File: src/rtl/pixel_readout_sequencer.sv
// pixel_readout_sequencer
// Frame-level sequencer in front of the pixel control stage. For every event it
// resets the pixel, integrates for a programmed time (or waits for an external
// trigger), switches the pixel to readout and walks the selected memories with
// one ADC conversion per memory. Events are counted against a programmed target.
//
// Ports
//   CLK, RST           clock, synchronous active-high reset
//   START, STOP        run request (IDLE only) / end run after current event
//   TRG_MODE, TRG_IN   0 timed, 1 triggered; external trigger (synchronous)
//   INTEG_CYC          integration length in cycles (sampled in ARM)
//   EVT_TARGET         events per run, 0 = unlimited (sampled at START)
//   PIX_RESET_BUSY, PIX_END, MEM_SET_DONE, LAST_MEM   pixel control status
//   ADC_DONE           conversion-complete pulse
//   PIX_STORE, PIX_RESET, MEM_SET_CLR, MEM_SET_EN, TRG_DET, EVT_NUM_END
//                      pixel control drive
//   ADC_START          conversion request pulse
//   BUSY, ERR, EVT_CNT run status, sticky watchdog error, completed events
//   STATE_DBG          current FSM state encoding
//
// Handshakes: every request is a registered pulse or level and every response
// is a level or pulse sampled on the following edges; a response is consumed
// only in the state that waits for it and is ignored elsewhere.
module pixel_readout_sequencer #(
  parameter int EVT_W = 8,
  parameter int INT_W = 16,
  parameter int WDOG  = 255
) (
  input  logic             CLK,
  input  logic             RST,
  input  logic             START,
  input  logic             STOP,
  input  logic             TRG_MODE,
  input  logic             TRG_IN,
  input  logic [INT_W-1:0] INTEG_CYC,
  input  logic [EVT_W-1:0] EVT_TARGET,
  input  logic             PIX_RESET_BUSY,
  input  logic             PIX_END,
  input  logic             MEM_SET_DONE,
  input  logic             LAST_MEM,
  input  logic             ADC_DONE,
  output logic             PIX_STORE,
  output logic             PIX_RESET,
  output logic             MEM_SET_CLR,
  output logic             MEM_SET_EN,
  output logic             ADC_START,
  output logic             TRG_DET,
  output logic             EVT_NUM_END,
  output logic             BUSY,
  output logic             ERR,
  output logic [EVT_W-1:0] EVT_CNT,
  output logic [3:0]       STATE_DBG
);

  localparam int WD_W = (WDOG > 1) ? $clog2(WDOG) : 1;

  typedef enum logic [3:0] {
    S_IDLE    = 4'd0,
    S_ARM     = 4'd1,
    S_RSTREQ  = 4'd2,
    S_RSTWAIT = 4'd3,
    S_INTEG   = 4'd4,
    S_TRGWAIT = 4'd5,
    S_READ    = 4'd6,
    S_CONV    = 4'd7,
    S_MSET    = 4'd8,
    S_MWAIT   = 4'd9,
    S_EVTDONE = 4'd10
  } state_t;

  state_t           state, state_nxt;
  logic             trg_mode_q, trg_mode_nxt;
  logic [EVT_W-1:0] target_q, target_nxt;
  logic [INT_W-1:0] integ_cnt, integ_nxt;
  logic [WD_W-1:0]  wd_cnt, wd_nxt;
  logic             stop_pend, stop_nxt;
  logic             pix_store_nxt, pix_reset_nxt, mem_set_clr_nxt, mem_set_en_nxt;
  logic             adc_start_nxt, trg_det_nxt, evt_num_end_nxt, err_nxt;
  logic [EVT_W-1:0] evt_cnt_nxt;
  logic [EVT_W-1:0] evt_inc;
  logic             wd_expire;
  logic             wd_trip;

  assign evt_inc   = EVT_CNT + EVT_W'(1);
  assign wd_expire = (wd_cnt == WD_W'(WDOG - 1));
  assign STATE_DBG = state;

  always_comb begin
    state_nxt       = state;
    trg_mode_nxt    = trg_mode_q;
    target_nxt      = target_q;
    integ_nxt       = integ_cnt;
    wd_nxt          = wd_cnt;
    stop_nxt        = stop_pend | STOP;
    pix_store_nxt   = PIX_STORE;
    pix_reset_nxt   = 1'b0;
    mem_set_clr_nxt = 1'b0;
    mem_set_en_nxt  = 1'b0;
    adc_start_nxt   = 1'b0;
    trg_det_nxt     = 1'b0;
    evt_num_end_nxt = EVT_NUM_END;
    err_nxt         = ERR;
    evt_cnt_nxt     = EVT_CNT;
    wd_trip         = 1'b0;

    case (state)
      S_IDLE: begin
        stop_nxt = 1'b0;
        if (START) begin
          state_nxt       = S_ARM;
          evt_cnt_nxt     = '0;
          err_nxt         = 1'b0;
          evt_num_end_nxt = 1'b0;
          trg_mode_nxt    = TRG_MODE;
          target_nxt      = EVT_TARGET;
        end
      end
      S_ARM: begin
        pix_store_nxt = 1'b1;
        integ_nxt     = INTEG_CYC;
        wd_nxt        = '0;
        state_nxt     = S_RSTREQ;
      end
      S_RSTREQ: begin
        // In triggered mode the PIX_STORE rising edge already starts the reset.
        if (PIX_RESET_BUSY) begin
          state_nxt = S_RSTWAIT;
        end else if (wd_expire) begin
          wd_trip = 1'b1;
        end else begin
          pix_reset_nxt = ~trg_mode_q;
          wd_nxt        = wd_cnt + WD_W'(1);
        end
      end
      S_RSTWAIT: begin
        if (PIX_END) begin
          state_nxt = trg_mode_q ? S_TRGWAIT : S_INTEG;
        end else if (wd_expire) begin
          wd_trip = 1'b1;
        end else begin
          wd_nxt = wd_cnt + WD_W'(1);
        end
      end
      S_INTEG: begin
        if (integ_cnt == '0) begin
          state_nxt       = S_READ;
          pix_store_nxt   = 1'b0;
          mem_set_clr_nxt = 1'b1;
        end else begin
          integ_nxt = integ_cnt - INT_W'(1);
        end
      end
      S_TRGWAIT: begin
        // No event is in flight yet, so a stop ends the run immediately.
        if (STOP || stop_pend) begin
          state_nxt     = S_IDLE;
          pix_store_nxt = 1'b0;
        end else if (TRG_IN) begin
          state_nxt       = S_READ;
          trg_det_nxt     = 1'b1;
          pix_store_nxt   = 1'b0;
          mem_set_clr_nxt = 1'b1;
        end
      end
      S_READ: begin
        state_nxt     = S_CONV;
        adc_start_nxt = 1'b1;
      end
      S_CONV: begin
        // ADC_DONE is not accepted while ADC_START is still high; this also
        // keeps at least three low cycles between MEM_SET_EN pulses.
        if (ADC_DONE && !ADC_START) begin
          if (LAST_MEM) begin
            state_nxt = S_EVTDONE;
          end else begin
            state_nxt      = S_MSET;
            mem_set_en_nxt = 1'b1;
          end
        end
      end
      S_MSET: begin
        state_nxt = S_MWAIT;
      end
      S_MWAIT: begin
        if (MEM_SET_DONE) begin
          state_nxt     = S_CONV;
          adc_start_nxt = 1'b1;
        end else if (wd_expire) begin
          wd_trip = 1'b1;
        end else begin
          wd_nxt = wd_cnt + WD_W'(1);
        end
      end
      S_EVTDONE: begin
        evt_cnt_nxt = evt_inc;
        if ((target_q != '0) && (evt_inc == target_q)) begin
          evt_num_end_nxt = 1'b1;
          state_nxt       = S_IDLE;
        end else if (stop_pend || STOP) begin
          state_nxt = S_IDLE;
        end else begin
          state_nxt = S_ARM;
        end
      end
      default: state_nxt = S_IDLE;
    endcase

    if (wd_trip) begin
      err_nxt       = 1'b1;
      pix_store_nxt = 1'b0;
      state_nxt     = S_IDLE;
    end

    // Each waiting state gets a fresh watchdog window.
    if (state_nxt != state) wd_nxt = '0;
  end

  always_ff @(posedge CLK) begin
    if (RST) begin
      state       <= S_IDLE;
      trg_mode_q  <= 1'b0;
      target_q    <= '0;
      integ_cnt   <= '0;
      wd_cnt      <= '0;
      stop_pend   <= 1'b0;
      PIX_STORE   <= 1'b0;
      PIX_RESET   <= 1'b0;
      MEM_SET_CLR <= 1'b0;
      MEM_SET_EN  <= 1'b0;
      ADC_START   <= 1'b0;
      TRG_DET     <= 1'b0;
      EVT_NUM_END <= 1'b0;
      BUSY        <= 1'b0;
      ERR         <= 1'b0;
      EVT_CNT     <= '0;
    end else begin
      state       <= state_nxt;
      trg_mode_q  <= trg_mode_nxt;
      target_q    <= target_nxt;
      integ_cnt   <= integ_nxt;
      wd_cnt      <= wd_nxt;
      stop_pend   <= stop_nxt;
      PIX_STORE   <= pix_store_nxt;
      PIX_RESET   <= pix_reset_nxt;
      MEM_SET_CLR <= mem_set_clr_nxt;
      MEM_SET_EN  <= mem_set_en_nxt;
      ADC_START   <= adc_start_nxt;
      TRG_DET     <= trg_det_nxt;
      EVT_NUM_END <= evt_num_end_nxt;
      BUSY        <= (state_nxt != S_IDLE);
      ERR         <= err_nxt;
      EVT_CNT     <= evt_cnt_nxt;
    end
  end

endmodule

File: config.mk
export PLATFORM = sky130hd
export DESIGN_NAME = pixel_readout_sequencer
export DESIGN_NICKNAME = d
export VERILOG_FILES = /design/src/rtl/pixel_readout_sequencer.sv
export SDC_FILE = /design/constraint.sdc
export NUM_CORES = 1
export LEC_CHECK = 0
export BUFFER_PORTS_ARGS = -buffer_cell sky130_fd_sc_hd__buf_2
export CAP_MARGIN = 20
export CORE_MARGIN = 2
export CORE_UTILIZATION = 44
export CTS_BUF_LIST = sky130_fd_sc_hd__clkbuf_16
export DETAILED_ROUTE_END_ITERATION = 16
export GPL_ROUTABILITY_DRIVEN = 0
export GPL_TIMING_DRIVEN = 1
export PLACE_DENSITY_LB_ADDON = 0.1
export SYNTH_ARGS = -nofsm -noshare
export SYNTH_HDL_FRONTEND = slang
export SYNTH_SLANG_ARGS = --single-unit
File: constraint.sdc
create_clock -name CLK -period 2.45 [get_ports CLK]
set_clock_uncertainty 0.2 [all_clocks]
set_input_delay 0.1225 -clock CLK [delete_from_list [all_inputs] [get_ports CLK]]
set_output_delay 0.1225 -clock CLK [all_outputs]
set_load 0.05 [all_outputs]
==> impl_metrics.toml, run 1 <==
[run_status]
status = "finished, final reports clean"

[clock_network]
clkSlewWorstSetupHoldPaths_ns = 0.07
clk_latency_ns = 0.29
h-tree-depth = 2
cts_tree = "done"
clock_sinks = 55
cts_buffers = 5
cts_root_buffer = "clkbuf_16"
cts_buffer_depth = 2

[layout]
syn_to_final_growth_pct = 37.0
layout-drive-gt1-share_pct = 26.6
antenna_cells = 0
fillers = 683
finish.net_count = 564
fin_area_mm2 = 0.00436
utilization_pct = 61.1

[sta]
rsz0062_at_grt = "yes"
period_share_pct = 99.4
hold_viol_final = 0
setup_violations = 0
timing.max_slew.rel_slack_pct = 65.1
min_period_ns = 2.44
drv_slew = 0
max_freq_mhz = 411
tightest_slew_ns = 0.518

[power]
p_seq_share_pct = 41.9
p_int_mw = 1.63
switchingPower_mw = 0.760
peakVddDrop_mv = 0.468
p_comb_share_pct = 28.8
p_per_area_mw_per_mm2 = 547
switching_share_pct = 31.8
leakage_nw = 1.73
clkPwrFrac_pct = 29.3

[floorplanning]
core_mm2 = 0.00714
die_width_um = 89.1
start_util_pct = 44.6
die_area_mm2 = 0.00793
io_pins = 56
rows = 31
fp.dieH_um = 89.1

[logic_synthesis]
synth_top_area_share_pct = 34.6
synth_ff_type = "dfxtp_1"
synthDistinctLibCells = 55
netlist_top_cells_area = "dfxtp_1, nand2_1, a21oi_1"
yosysTopAreaCell = "dfxtp_1"
synth_cells = 422
ys_warn_count = 0
netlist_area_mm2 = 0.00318
synth_seq_cells = 55
synth-edff-count = 0
ys_seq_area_share_pct = 34.6
post_synth.cell_area_avg_um2 = 7.55
async_flop_share_pct = 0
syn-num-nets = 461

[place]
place_area_mm2 = 0.00384
numPortBuffers = 55
place_hpwl_mm = 6.38

[grt]
met2_usage_pct = 33.0
gr-usage-all-layers_pct = 22.6
grt_pass1_wl_mm = 14.2
grt_max_degree = 45
busiest_layer = "met1"
grt_use_met3_pct = 4.25
antenna_found_initial = 0
grt_pass1_vias = 2974
grt_use_met1_pct = 33.7
overflow = 0

[routing]
drt-pass1-iter-count = 4
wl_mm = 8.94
via_per_inst = 5.44
drt_iter0_drc = 131
post_drt_wl_per_cell_um = 14.3
ant_nets = 0
remaining_drc_errors = 0
vias = 3398

[critical_path]
required_ns = 2.43
worstPathMaxFanout = 8
crit_type = "flop to flop"
r2r_setup_slack_ns = 0.01
cp-start-kind = "flop"
arrival_ns = 2.41
worstSetupEndpointType = "flop"

[run]
drv_cap = 0

[worst_hold_path]
hold_path.class = "input pin to flop"
## critical path: stages, from the launching register on
cell and delay, ns:
dfxtp_4 0.35, or4b_4 0.54, or4_4 0.44, o21ai_4 0.20, a2111oi_4 0.07, o311ai_4 0.30, buf_6 0.17, a211oi_1 0.05
## metal layers
layer | wire, µm | share of wire [%]
met1 | 4320 | 48
met2 | 4050 | 45
met3 | 439 | 4.9
met4 | 139 | 1.6
met5 | 0 | 0
## Yosys cell counts, types with 2 or more instances
cell	count
a2111o_1	3
a2111oi_0	2
a211o_1	2
a211oi_1	6
a21oi_1	41
a22oi_1	2
a31oi_1	7
and2_1	2
and3_1	5
and4_1	4
buf_2	9
clkbuf_1	18
dfxtp_1	55
ha_1	4
inv_1	8
nand2_1	61
nand2b_1	6
nand3_1	12
nand3b_1	2
nand4_1	7
nor2_1	34
nor2b_1	9
nor3_1	20
nor3b_1	4
nor4_1	8
o211ai_1	3
o21a_1	2
o21ai_0	16
o21ai_1	12
o21bai_1	3
o22ai_1	2
o31ai_1	5
o32ai_1	2
or2_1	2
or3_1	4
or4_1	4
xnor2_1	13
xor2_1	6
## placed cells by master, fill, tap and decap left out, types with 3 or more instances in the layout
cell type	n
o21ai_1	11
nor4_1	6
dlygate4sd3_1	23
nand3_1	12
o211ai_1	3
dfxtp_2	6
dfxtp_4	3
nor2_1	34
o21ai_0	16
and4_1	4
a21oi_2	3
dfxtp_1	46
nor2b_1	8
a21oi_1	38
xnor2_1	13
or4_1	3
or3_1	4
and3_1	5
nor3_1	17
xor2_1	6
nor3b_1	4
clkbuf_16	5
buf_2	55
buf_4	41
nand4_1	7
o21bai_1	3
inv_1	6
nand2_1	60
a2111o_1	3
nand2b_1	6
nor3_2	3
a31oi_1	7
o31ai_1	5
a211oi_1	5
## flip-flops by register name (all words and copies together) (netlist names)
name and cells:
ADC_START 1, BUSY 1, ERR 1, EVT_CNT 8, EVT_NUM_END 1, MEM_SET_CLR 1
MEM_SET_EN 1, PIX_RESET 1, PIX_STORE 1, STATE_DBG 4, TRG_DET 1, integ_cnt 16
stop_pend 1, target_q 8, trg_mode_q 1, wd_cnt 8
## repair_timing
action	4_1_cts	5_1_grt
setup buffers	0	5
gates resized for setup	0	25
hold buffers	23	0
endpoints found under the setup margin	0	20
hold endpoints to repair	24	0
## stage by stage
stage	setup WS [ns]	power (mW)	hold WS, ns	TNS, ns	cells
2_1_floorplan	-0.0102	1.39	0.00181	-0.0715	422
3_3_place_gp	0.0881	1.62	0.140	0	589
3_5_place_dp	0.0595	1.62	0.147	0	589
4_1_cts	0.0407	2.35	0.00587	0	620
5_1_grt	-0.0430	2.52	0.0384	-0.296	625
6_report	0.0146	2.39	0.00437	0	625
## power by group through the flow
stage / registers [mW] / clock network, mW / logic (mW)
after floorplan: 1.04 / 0 / 0.356
after global placement: 1.01 / 0 / 0.609
after detailed placement: 1.01 / 0 / 0.608
after CTS: 0.993 / 0.720 / 0.638
after global routing: 1.01 / 0.759 / 0.750
final: 1.00 / 0.700 / 0.688
## final cells by class
class                           instances  area [µm²]  area share, %
Clock buffer                            5         125           2.87
Inverter                                8        30.0          0.688
Tap cell                               99         124           2.84
Clock inverter                          3        20.0          0.459
Sequential cell                        55        1120           25.7
Multi-Input combinational cell        332        2070           47.4
Timing Repair Buffer                  123         876           20.1
## final timing paths
check | from | to | depth (start not counted)
worst max register to register | STATE_DBG[1] | wd_cnt[0] | 7
worst min-delay path | INTEG_CYC[7] | integ_cnt[7] | 4
worst max-delay path | STATE_DBG[1] | wd_cnt[0] | 7
worst min register to register | EVT_NUM_END | EVT_NUM_END | 2
## cell families (layout without fill, tap and decap cells)
| group | count (synthesis) | in the layout | share of synthesized area, % |
|---|---|---|---|
| DFF | 55 | 55 | 34.6 |
| adders and majority gates | 4 | 4 | 1.57 |
| AOI/OAI and AO/OA | 120 | 120 | 24.4 |
| and+or+nand+nor | 189 | 189 | 29.7 |
| xor gates and xnor gates | 19 | 19 | 5.23 |
| buffers and inverters | 35 | 139 | 4.48 |
Power figures use the tool's default switching activity.
==> run 2, diff against run 1 <==
- SETUP_SLACK_MARGIN: default -> 0.02
- clock period: 2.45 -> 2.1 ns (I/O delays scaled with it)
==> run 2 against run 1 <==
  * The run now ends with hold timing, setup timing left
  * Sequential power grew 15%
  * Total power increased by 32%
  * Clock-buffer cell count is the same
  * Non-clock buffer count is 52 higher
  * Combinational power increased by 72%
  * Global-route usage grew 2.8 points
  * First-iteration DRC count up 48%
  * Critical endpoint is now integ_cnt[8]
  * Largest cell class unchanged
==> impl_metrics.toml, run 2 (same netlist as run 1, synthesis figures left out) <==
[sta]
tns_ns = -6.40
timing.max_slew.rel_slack_pct = 59.8
drv_slew = 0
hold_viol_final = 1
min_period_ns = 2.41
period_share_pct = 115
setup_violations = 28
timing.final.ws_setup_ns = -0.313
max_freq_mhz = 414
whs_ns = -0.00490
tightest_slew_ns = 0.588
rsz0062_at_grt = "yes"

[floorplanning]
fp.dieH_um = 89.1
start_util_pct = 44.6
die_width_um = 89.1
io_pins = 56
core_mm2 = 0.00714
die_area_mm2 = 0.00793
rows = 31

[power]
p_comb_share_pct = 37.3
clkPwrFrac_pct = 26.2
finalPower_mw = 3.16
peakVddDrop_mv = 0.425
p_per_area_mw_per_mm2 = 604
switchingPower_mw = 1.05
leakage_nw = 2.14
switching_share_pct = 33.3
p_int_mw = 2.10
p_seq_share_pct = 36.5

[critical_path]
required_ns = 2.06
crit_type = "flop to flop"
slowest_delay_ns = 0.42
arrival_ns = 2.37
path_buf_inv = 2
worstSetupEndpointType = "flop"
r2r_setup_slack_ns = -0.31
timing.rr.end = "integ_cnt[8]"
cp-start-kind = "flop"
critPathSlowestCell = "o41a_1"
worstPathMaxFanout = 5
cp_top_family = "simple AND/OR/NAND/NOR gates"
rr_worst_depth = 9
r2r-start = "integ_cnt[0]"
path_cells = "inv_2 -> ha_4 -> nor4b_4 -> nand4_1 -> o41a_1 -> or2_4 -> buf_12 -> a21oi_4 -> a211oi_2"

[layout]
largest_reg_flops = 16
syn_to_final_growth_pct = 64.0
fillers = 573
mostFrequentLayoutCells = "buf_4, buf_2, nand2_1, dfxtp_1, nor2_1"
multi_input_area_mm2 = 0.00246
register_area_mm2 = 0.00113
layout_commonest_cell = "buf_4"
regMostFlops = "integ_cnt"
layout-drive-gt1-share_pct = 45.7
finish.net_count = 616
antenna_cells = 0
fin_area_mm2 = 0.00522

[clock_network]
h-tree-depth = 2
clock_sinks = 55
cts_tree = "done"
clkSlewWorstSetupHoldPaths_ns = 0.07
cts_buffer_depth = 2
cts_root_buffer = "clkbuf_16"
cts_buffers = 5
clk_latency_ns = 0.30

[routing]
post_drt_wl_per_cell_um = 15.8
vias = 3814
via_per_inst = 5.63
ant_nets = 0
drt-pass1-iter-count = 4
drt_iter0_drc = 194
remaining_drc_errors = 0
wl_mm = 10.7

[worst_hold_path]
hold_depth = 3
hold_path.class = "input pin to flop"
min_from = "INTEG_CYC[13]"
min_to = "integ_cnt[13]"

[place]
place_area_mm2 = 0.00429
post-place-ws_ns = -0.316
place_hpwl_mm = 6.85
numPortBuffers = 55

[grt]
grt_pass1_vias = 3420
grt_max_degree = 45
overflow = 0
antenna_found_initial = 0
grt_pass1_wl_mm = 15.9
gr-usage-all-layers_pct = 25.3

[run_status]
violations = "hold timing, setup timing"
status = "finished with violations"

[run]
drv_cap = 0
==> run 2: changes by cell type in the layout (fill, tap and decap cells not counted), sizes merged <==
cell,before,now
buf,100,159
clkinv,2,1
dlygate4sd3,23,16
inv,8,9
==> run 2: what timing repair did <==
action | 4_1_cts | 5_1_grt
pin swaps | 14 | 29
setup endpoints to repair | 29 | 46
gates resized for setup | 49 | 61
cloned | 3 | 0
setup buffers | 6 | 5
hold buffers | 16 | 0
hold endpoints to repair | 17 | 0
==> run 2: cell type report <==
cell class / instances / area share, %
clock buffer: 5 / 2.40
multi-input combinational: 332 / 47.0
timing repair buffer: 175 / 25.7
sequential: 55 / 21.7
clock inverter: 3 / 0.311
inverter: 8 / 0.575
tap: 99 / 2.37
==> run 2: worst max-delay path by stage <==
stage          cells past startpoint  slack (ns)           end    startpoint
2_1_floorplan                      7       -0.36     wd_cnt[1]  STATE_DBG[1]
3_3_place_gp                       6       -0.26     wd_cnt[6]  STATE_DBG[1]
3_5_place_dp                       6       -0.32     wd_cnt[5]  STATE_DBG[1]
4_1_cts                            7       -0.28     wd_cnt[5]  STATE_DBG[1]
5_1_grt                           11       -0.36  integ_cnt[1]  integ_cnt[0]
6_report                           9       -0.31  integ_cnt[8]  integ_cnt[0]
==> run 2: stage by stage <==
stage | cells | util (%) | hold slack (ns)
after CTS | 672 | 68.7 | 0.00880
after global placement | 639 | 60.2 | 0.128
after global routing | 677 | 73.2 | 0.0205
after floorplan | 422 | - | -0.0157
after detailed placement | 639 | 60.2 | 0.142
final | 677 | 73.2 | -0.00490
==> run 2: power by group through the flow <==
stage	Clock [mW]	Sequential [mW]	Combinational [mW]
final	0.826	1.15	1.18
after global placement	0	1.16	0.860
after detailed placement	0	1.17	0.872
after global routing	0.873	1.16	1.26
after CTS	0.833	1.14	1.04
after floorplan	0	1.21	0.451
==> run 2: routing by layer <==
metal / routed length, µm / share of wire [%] / global-route usage, %
met1: 4600 / 43 / 34.4
met2: 5370 / 50 / 42.3
met3: 557 / 5.2 / 3.51
met4: 177 / 1.7 / 7.19
met5: 0 / 0 / 0
==> run 2: worst reg2reg max path: stages (launching register included) <==
cell and delay (ns):
dfxtp_2 0.33, inv_2 0.07, ha_4 0.13, nor4b_4 0.23, nand4_1 0.21, o41a_1 0.42
or2_4 0.34, buf_12 0.17, a21oi_4 0.13, a211oi_2 0.06
